<file path="src/rtl/fifo_wr_arbiter_pkg.sv">
// Shared types and helpers for the round-robin FIFO write arbiter.
package fifo_arb_pkg;

  typedef enum logic {
    IDLE  = 1'b0,
    BURST = 1'b1
  } arb_state_t;

  localparam int unsigned STATS_W = 32;

  function automatic int unsigned wrap_add(input int unsigned a, input int unsigned b,
                                           input int unsigned n);
    return (a + b) % n;
  endfunction

endpackage

</file>
<file path="src/rtl/fifo_wr_arbiter_if.sv">
// Requester-side and FIFO-side stream bundle for fifo_wr_arbiter.
interface fifo_wr_arbiter_if #(
  parameter int unsigned NUM_REQ = 4,
  parameter int unsigned DATA_W  = 72
);
  localparam int unsigned SRC_W = $clog2(NUM_REQ);

  logic [NUM_REQ*DATA_W-1:0] ss_data;
  logic [NUM_REQ-1:0]        ss_valid;
  logic [NUM_REQ-1:0]        ss_last;
  logic [NUM_REQ-1:0]        ss_ready;
  logic [DATA_W-1:0]         ms_data;
  logic                      ms_valid;
  logic                      ms_last;
  logic [SRC_W-1:0]          ms_src;
  logic                      ms_ready;

  modport slave (
    input  ss_data, ss_valid, ss_last, ms_ready,
    output ss_ready, ms_data, ms_valid, ms_last, ms_src
  );

  modport master (
    output ss_data, ss_valid, ss_last, ms_ready,
    input  ss_ready, ms_data, ms_valid, ms_last, ms_src
  );

endinterface

</file>
<file path="src/rtl/fifo_wr_arbiter_rr_picker.sv">
// Combinational round-robin picker: first set request at or after ptr, modulo NUM_REQ.
module rr_picker
  import fifo_arb_pkg::*;
#(
  parameter int unsigned NUM_REQ = 4,
  localparam int unsigned SRC_W  = $clog2(NUM_REQ)
) (
  input  logic [NUM_REQ-1:0] req,
  input  logic [SRC_W-1:0]   ptr,
  output logic               any,
  output logic [SRC_W-1:0]   idx
);

  logic [SRC_W-1:0] w_cand [NUM_REQ];
  logic             w_found;

  always_comb begin
    for (int unsigned k = 0; k < NUM_REQ; k++) begin
      w_cand[k] = SRC_W'(wrap_add(32'(ptr), k, NUM_REQ));
    end
  end

  always_comb begin
    w_found = 1'b0;
    idx     = '0;
    for (int unsigned k = 0; k < NUM_REQ; k++) begin
      if (!w_found && req[w_cand[k]]) begin
        idx     = w_cand[k];
        w_found = 1'b1;
      end
    end
  end

  assign any = w_found;

endmodule

</file>
<file path="src/rtl/fifo_wr_arbiter.sv">
// Round-robin burst write arbiter in front of bram_fifo with a registered output stage.
// Optional per-requester accepted-beat counters: define FIFO_ARB_STATS_EN.
module fifo_wr_arbiter
  import fifo_arb_pkg::*;
#(
  parameter int unsigned NUM_REQ   = 4,
  parameter int unsigned DATA_W    = 72,
  parameter int unsigned MAX_BURST = 8
) (
  input  logic               clk,
  input  logic               resetn,
  fifo_wr_arbiter_if.slave   bus
`ifdef FIFO_ARB_STATS_EN
  ,
  output logic [NUM_REQ*STATS_W-1:0] beat_cnt
`endif
);

  localparam int unsigned SRC_W = $clog2(NUM_REQ);
  localparam int unsigned CNT_W = $clog2(MAX_BURST + 1);
  localparam logic [CNT_W-1:0] CNT_LAST = CNT_W'(MAX_BURST - 1);
  localparam logic [SRC_W-1:0] SRC_MAX  = SRC_W'(NUM_REQ - 1);

  arb_state_t        r_state, w_state_nxt;
  logic [SRC_W-1:0]  r_gnt_idx, r_rr_ptr, w_pick_idx, w_gnt_nxt;
  logic              w_pick_any;
  logic [CNT_W-1:0]  r_burst_cnt;
  logic [DATA_W-1:0] r_ms_data, w_gnt_data;
  logic              r_ms_valid, r_ms_last;
  logic [SRC_W-1:0]  r_ms_src;
  logic              w_slot_free, w_accept, w_beat_last, w_burst_end;

  rr_picker #(.NUM_REQ(NUM_REQ)) u_pick (
    .req (bus.ss_valid),
    .ptr (r_rr_ptr),
    .any (w_pick_any),
    .idx (w_pick_idx)
  );

  // Output slot can take a beat when empty or draining this cycle.
  assign w_slot_free = !r_ms_valid || bus.ms_ready;
  assign w_gnt_data  = bus.ss_data[32'(r_gnt_idx)*DATA_W +: DATA_W];
  assign w_accept    = (r_state == BURST) && w_slot_free && bus.ss_valid[r_gnt_idx];
  assign w_beat_last = bus.ss_last[r_gnt_idx] || (r_burst_cnt == CNT_LAST);
  assign w_burst_end = w_accept && w_beat_last;
  assign w_gnt_nxt   = (r_gnt_idx == SRC_MAX) ? '0 : r_gnt_idx + SRC_W'(1);

  always_ff @(posedge clk or negedge resetn) begin
    if (!resetn) r_state <= IDLE;
    else         r_state <= w_state_nxt;
  end

  always_comb begin
    w_state_nxt = r_state;
    case (r_state)
      IDLE:    if (w_pick_any)  w_state_nxt = BURST;
      BURST:   if (w_burst_end) w_state_nxt = IDLE;
      default: w_state_nxt = IDLE;
    endcase
  end

  always_comb begin
    bus.ss_ready = '0;
    if (r_state == BURST) bus.ss_ready[r_gnt_idx] = w_slot_free;
  end

  always_ff @(posedge clk or negedge resetn) begin
    if (!resetn) begin
      r_gnt_idx   <= '0;
      r_rr_ptr    <= '0;
      r_burst_cnt <= '0;
    end else begin
      if (r_state == IDLE && w_pick_any) begin
        r_gnt_idx   <= w_pick_idx;
        r_burst_cnt <= '0;
      end else if (w_accept) begin
        r_burst_cnt <= r_burst_cnt + CNT_W'(1);
      end
      if (w_burst_end) r_rr_ptr <= w_gnt_nxt;
    end
  end

  always_ff @(posedge clk or negedge resetn) begin
    if (!resetn) begin
      r_ms_data  <= '0;
      r_ms_valid <= 1'b0;
      r_ms_last  <= 1'b0;
      r_ms_src   <= '0;
    end else if (w_accept) begin
      r_ms_data  <= w_gnt_data;
      r_ms_valid <= 1'b1;
      r_ms_last  <= w_beat_last;
      r_ms_src   <= r_gnt_idx;
    end else if (bus.ms_ready) begin
      r_ms_valid <= 1'b0;
    end
  end

  assign bus.ms_data  = r_ms_data;
  assign bus.ms_valid = r_ms_valid;
  assign bus.ms_last  = r_ms_last;
  assign bus.ms_src   = r_ms_src;

`ifdef FIFO_ARB_STATS_EN
  logic [STATS_W-1:0] r_beat_cnt [NUM_REQ];

  always_ff @(posedge clk or negedge resetn) begin
    if (!resetn) begin
      for (int unsigned i = 0; i < NUM_REQ; i++) r_beat_cnt[i] <= '0;
    end else if (w_accept) begin
      r_beat_cnt[r_gnt_idx] <= r_beat_cnt[r_gnt_idx] + STATS_W'(1);
    end
  end

  always_comb begin
    for (int unsigned i = 0; i < NUM_REQ; i++) beat_cnt[i*STATS_W +: STATS_W] = r_beat_cnt[i];
  end
`endif

endmodule

</file>
<file path="src/flat_wrapper.sv">
// flat-port wrapper written by rule: the top's interface ports become plain ports
module fifo_wr_arbiter_flat import fifo_arb_pkg::*;
#(
  parameter int unsigned NUM_REQ   = 4,
  parameter int unsigned DATA_W    = 72,
  parameter int unsigned MAX_BURST = 8
)
  (clk, resetn, bus_ss_data, bus_ss_valid, bus_ss_last, bus_ms_ready, bus_ss_ready, bus_ms_data, bus_ms_valid, bus_ms_last, bus_ms_src);
  fifo_wr_arbiter_if #(.NUM_REQ(NUM_REQ), .DATA_W(DATA_W)) bus_i ();
  input  logic clk;
  input  logic resetn;
  input wire logic [$bits(bus_i.ss_data)-1:0] bus_ss_data;
  input wire logic [$bits(bus_i.ss_valid)-1:0] bus_ss_valid;
  input wire logic [$bits(bus_i.ss_last)-1:0] bus_ss_last;
  input wire logic [$bits(bus_i.ms_ready)-1:0] bus_ms_ready;
  output wire logic [$bits(bus_i.ss_ready)-1:0] bus_ss_ready;
  output wire logic [$bits(bus_i.ms_data)-1:0] bus_ms_data;
  output wire logic [$bits(bus_i.ms_valid)-1:0] bus_ms_valid;
  output wire logic [$bits(bus_i.ms_last)-1:0] bus_ms_last;
  output wire logic [$bits(bus_i.ms_src)-1:0] bus_ms_src;
  assign bus_i.ss_data = bus_ss_data;
  assign bus_i.ss_valid = bus_ss_valid;
  assign bus_i.ss_last = bus_ss_last;
  assign bus_i.ms_ready = bus_ms_ready;
  assign bus_ss_ready = bus_i.ss_ready;
  assign bus_ms_data = bus_i.ms_data;
  assign bus_ms_valid = bus_i.ms_valid;
  assign bus_ms_last = bus_i.ms_last;
  assign bus_ms_src = bus_i.ms_src;
  fifo_wr_arbiter #(.NUM_REQ(NUM_REQ), .DATA_W(DATA_W), .MAX_BURST(MAX_BURST)) u_core (.clk(clk), .resetn(resetn), .bus(bus_i));
endmodule
</file>
<file path="config.mk">
export PLATFORM = sky130hd
export DESIGN_NAME = fifo_wr_arbiter_flat
export DESIGN_NICKNAME = d
export VERILOG_FILES = /design/src/rtl/fifo_wr_arbiter_pkg.sv /design/src/rtl/fifo_wr_arbiter_if.sv /design/src/rtl/fifo_wr_arbiter_rr_picker.sv /design/src/rtl/fifo_wr_arbiter.sv /design/src/flat_wrapper.sv
export SDC_FILE = /design/constraint.sdc
export NUM_CORES = 1
export LEC_CHECK = 0
export CORE_AREA = 2 2 147 149
export DETAILED_ROUTE_END_ITERATION = 10
export DIE_AREA = 0 0 149 151
export PLACE_DENSITY = 0.64
export REMOVE_ABC_BUFFERS = 1
export SETUP_SLACK_MARGIN = 0.02
export SYNTH_ARGS = -nofsm -noshare
export SYNTH_HDL_FRONTEND = slang
export SYNTH_HIERARCHICAL = 1
export SYNTH_SLANG_ARGS = --single-unit
</file>
<file path="constraint.sdc">
create_clock -name clk -period 4.6 [get_ports clk]
set_input_delay 0.92 -clock clk [delete_from_list [all_inputs] [get_ports clk]]
set_output_delay 0.92 -clock clk [all_outputs]
set_load 0.02 [all_outputs]
</file>
Word-level counts from Yosys, hierarchy flattened
Index checks and enable logic that the tools add are counted.
Word-level totals
  register bits after elaboration: 85
  bits in latches: 0
  memory bits (writable): 0
  memory bits (read-only): 0
  bits of input ports: 299
  word-level logic and storage cells: 72
  memories kept: 0
Cells by class
  $add $sub $neg: 5
  multiply operators: 1
  div/mod/pow operators: 0
  order comparisons: 6
  equality and inequality tests: 2
  shift-type cells: 1
  multiplexer cells: 31
  bitwise gates (word level): 2
  reductions and logical operators: 16
Operators by type and width (number)
  $shiftx 288x10->72: 1
  $lt 2x3->1 const B: 5
  $mux 1: 15
  $bmux 1 s2: 6
  $mux 4: 3
  $mux 2: 5
  $logic_and 1x1->1: 8
  $mul 2x4->6 const B: 1
  $add 2x1->2 const B: 2
  $add 2x2->2 const B: 2
  $add 4x1->4 const B: 1
  $and 4x4->4: 1
  $eq 4x3->1 const B: 1
  $logic_not 1->1: 4
  $reduce_bool 2->1: 2
  $demux 1 s2: 1
  $eq 2x2->1 const B: 1
  $ge 2x1->1 const B: 1
  $logic_or 1x1->1: 2
  $pmux 1 s2: 1
  $not 1->1: 1

Depth between registers and ports, before layout
  word-level depth: 14
  depth in mapped cells: 6

Cells and area by module
Netlist, hierarchy kept.
Modules (own cells, without submodules)
  fifo_wr_arbiter: instances 1, cells an instance 299, area an instance 5117.4 um2, seq. area each 2127.0 um2
  rr_picker: instances 1, cells an instance 15, area an instance 77.6 um2, seq. area each 0.0 um2

Worst setup path before layout
OpenSTA, ideal clock, no wires.
  path kind: in2out
  start point: in bus_ms_ready
  end point: out bus_ss_ready[0]
  arrival time: 1.570 ns
  data required time: 3.680 ns
  slack: 2.110 ns
  stages on the path: 3
  cells stage by stage: nand2b_1 clkbuf_1 and3_1
Between the ends
  word-level cells in the longest chain between the ends: 3
RTL lines
  start, declared: RTL line flat_wrapper.sv:15  | input wire logic [$bits(bus_i.ms_ready)-1:0] bus_ms_ready;
  $logic_or 1x1->1: RTL line fifo_wr_arbiter.sv:41  | assign w_slot_free = !r_ms_valid || bus.ms_ready;
  $and 4x4->4 (no line)
  $mux 4: RTL line fifo_wr_arbiter.sv:64  | if (r_state == BURST) bus.ss_ready[r_gnt_idx] = w_slot_free;
  end, declared: RTL line flat_wrapper.sv:16  | output wire logic [$bits(bus_i.ss_ready)-1:0] bus_ss_ready;
No other way between the ends.

Final worst setup path
Same ends and word-level chain as after synthesis.

==> out/qor.yml <==
logic_synthesis:
  ys_seq_elements: 85
  synth_warnings: 6
  netlist_area_um2: 5190
  ys_types: 30
  seq_area_frac_synth: 0.409
  synth_top_flop_cell: "dfrtp_1"
  ys_top_cells_by_area: "dfrtp_1 41%, mux4_2 32%, mux2_2 16%"
  avgSynthCellArea_um2: 16.5
  synth_edf_count: 0
  synth_cells: 314
  async_reset_ff_frac: 1.00
  yosys.area.top_type: "dfrtp_1"
  synth_top_cell_area_share: 0.409
place:
  gp_congestion: 0.776
  dp_hpwl_mm: 15.8
  io_buffers: 378
  postPlaceCellArea_um2: 9210
power:
  p_total_w: 0.00561
  p_per_area_nw_per_um2: 589
  p_leak_nw: 3.64
  peakVddDrop_v: 0.000249
drt:
  wl_per_cell_um: 19.9
  drc_errors: 0
  top_layer_used: "met4"
  wl_met1_mm: 6.90
  dr_wl_met3_mm: 1.59
  met2WireLength_mm: 10.4
  ant_nets: 0
  viasPerCell: 4.63
  wl_mm: 19.2
  dr.pass1.iters: 4
  drt_iter0_drc: 90
  vias: 4451
clock_tree:
  cts_tree: "done"
  clk_path_buf_depth: 2
  ctsRootBufferMaster: "clkbuf_16"
  cts_setup_buffers: 0
  cts_buffers: 9
  cts_num_sinks: 85
  path_clk_slew_ns: 0.06
  htree_levels: 3
  postCtsHoldBufs: 0
  cts_resized: 0
  worstSkewPairLatency_ns: 0.34
grt:
  grt_pass1_vias: 4942
  antenna_found_initial: 1
  grt_overflow: 0
  track_usage: 0.165
  grt_pass1_wl_mm: 28.1
  grt_start_max_net_pins: 59
flow_run:
  drv_cap: 0
final_layout:
  area_growth_pct: 83.3
  nets: 985
  final_area_um2: 9520
  drive_above_1_share: 0.258
  final_common_cell: "clkdlybuf4s50_1"
  final_cell_mix: "377 x clkdlybuf4s50_1, 83 x dfrtp_1, 74 x mux4_2"
sta:
  max_freq_mhz: 293
  report.final.slew_viol_count: 0
  setup_viol: 0
  rsz0062_at_grt: "false"
  fin_crit_ns: 3.41
  finClkSkew_ns: 0.00677
  max_slew_margin: 0.503
  min_period_over_period: 0.741
  worst_pin_slew_ns: 0.746
  hold_viol_final: 0
floorplanning:
  io_pins: 379
  fp.coreArea_um2: 20800
  die_w_um: 149
  die_h_um: 151
  dieArea_um2: 22500
  start_util: 0.249
  rows: 53
worst_setup_path:
  worstPathCellList: "clkdlybuf4s50_1 -> nand2b_1 -> and3_1 -> clkdlybuf4s50_1"
  crit_type: "in2out"
  critPathRequiredTime_ns: 3.68
  critical-path-max-stage-delay_ns: 0.62
  cp_max_fo: 9
  end_kind: "output port"
  path_delay_family: "buffers and inverters"
  critPathLaunchType: "input pin"
  crit_buf_inv: 2
  critical_path_arrival_ns: 2.49
  slowest_stage: "clkdlybuf4s50_1"
  crit_top_cell: "clkdlybuf4s50_1"
outcome:
  status: "completed"
hold_path:
  hold_class: "reg2reg"
state kept, by name, summed over array words and instances, names as in the netlist:
name                 count
u_core/bus.ms_data      72
u_core/r_burst_cnt       4
u_core/bus.ms_src        2
u_core/r_gnt_idx         2
u_core/r_rr_ptr          2
u_core/bus.ms_last       1
u_core/bus.ms_valid      1
u_core/r_state           1
through the flow:
stage / setup slack [ns] / hold slack (ns) / util / TNS (ns) / std cells
6_report: 1.19 / 0.489 / 0.457 / 0 / 962
5_1_grt: 1.09 / 0.493 / 0.457 / 0 / 962
4_1_cts: 1.19 / 0.489 / 0.457 / 0 / 961
3_5_place_dp: 1.19 / 0.476 / 0.442 / 0 / 945
3_3_place_gp: 1.21 / 0.475 / 0.442 / 0 / 945
2_1_floorplan: -0.298 / 0.459 / - / -22.31 / 286
worst paths after layout:
kind / cells after the start / slack, ns / startpoint / end
max reg2reg: 4 / 1.85 / u_core/r_gnt_idx[1] / u_core/r_rr_ptr[1]
min: 1 / 0.49 / u_core/bus.ms_last / u_core/bus.ms_last
max: 4 / 1.19 / bus_ms_ready / bus_ss_ready[0]
min in group asynchronous: 1 / 0.65 / resetn / u_core/bus.ms_data[11]
min reg2reg: 1 / 0.49 / u_core/bus.ms_last / u_core/bus.ms_last
max in group asynchronous: 2 / 3.18 / resetn / u_core/r_gnt_idx[0]
area by class of cell:
type	count	area, um^2
diodes	1	2.50
clock buffers	13	260
clock inverters	3	43.8
fillers	1916	11300
inverters	8	30.0
multi-input cells	193	2870
flip-flops and latches	85	2130
well taps	275	344
repair buffers	384	3840
report_power, final:
part           switching (W)  internal, W  leakage (nW)
Clock               0.000288     0.000452         0.150
Combinational        0.00143      0.00198          2.50
Sequential          0.000301      0.00115         0.998
cells in the mapped netlist (all sizes together) (3+ instances only):
library cell and count:
clkbuf 8, a21oi 4, inv 8, buf 20, ha 5, nand2b 3
dfrtp 85, nand2 5, nor2 3, nand3 3, and3 4, mux2i 5
mux4 74, mux2 77
logic make-up (layout without fill, tap and decap cells):
family,after synthesis,after routing,synth area share
buf+inv,36,408,0.0388
other cells,0,1,0
simple gates,20,20,0.0224
mux,156,156,0.500
compound gates,11,11,0.0154
xor+xnor,1,1,0.00169
flops,85,85,0.409
fa+ha+maj,5,5,0.0120
layer usage:
layer  track usage  up-vias
li1              -     1994
met3        0.0524       19
met2         0.305      209
met1         0.182     2229
met5             0        -
met4        0.0438        0
worst register-to-register path, cell delays in order, from the launching register on:
cell and delay [ns]:
dfrtp_4 0.78, buf_4 0.62, mux4_2 0.44, o2111ai_1 0.41
mux2_2 0.39
(Power assumes the default switching activity.)
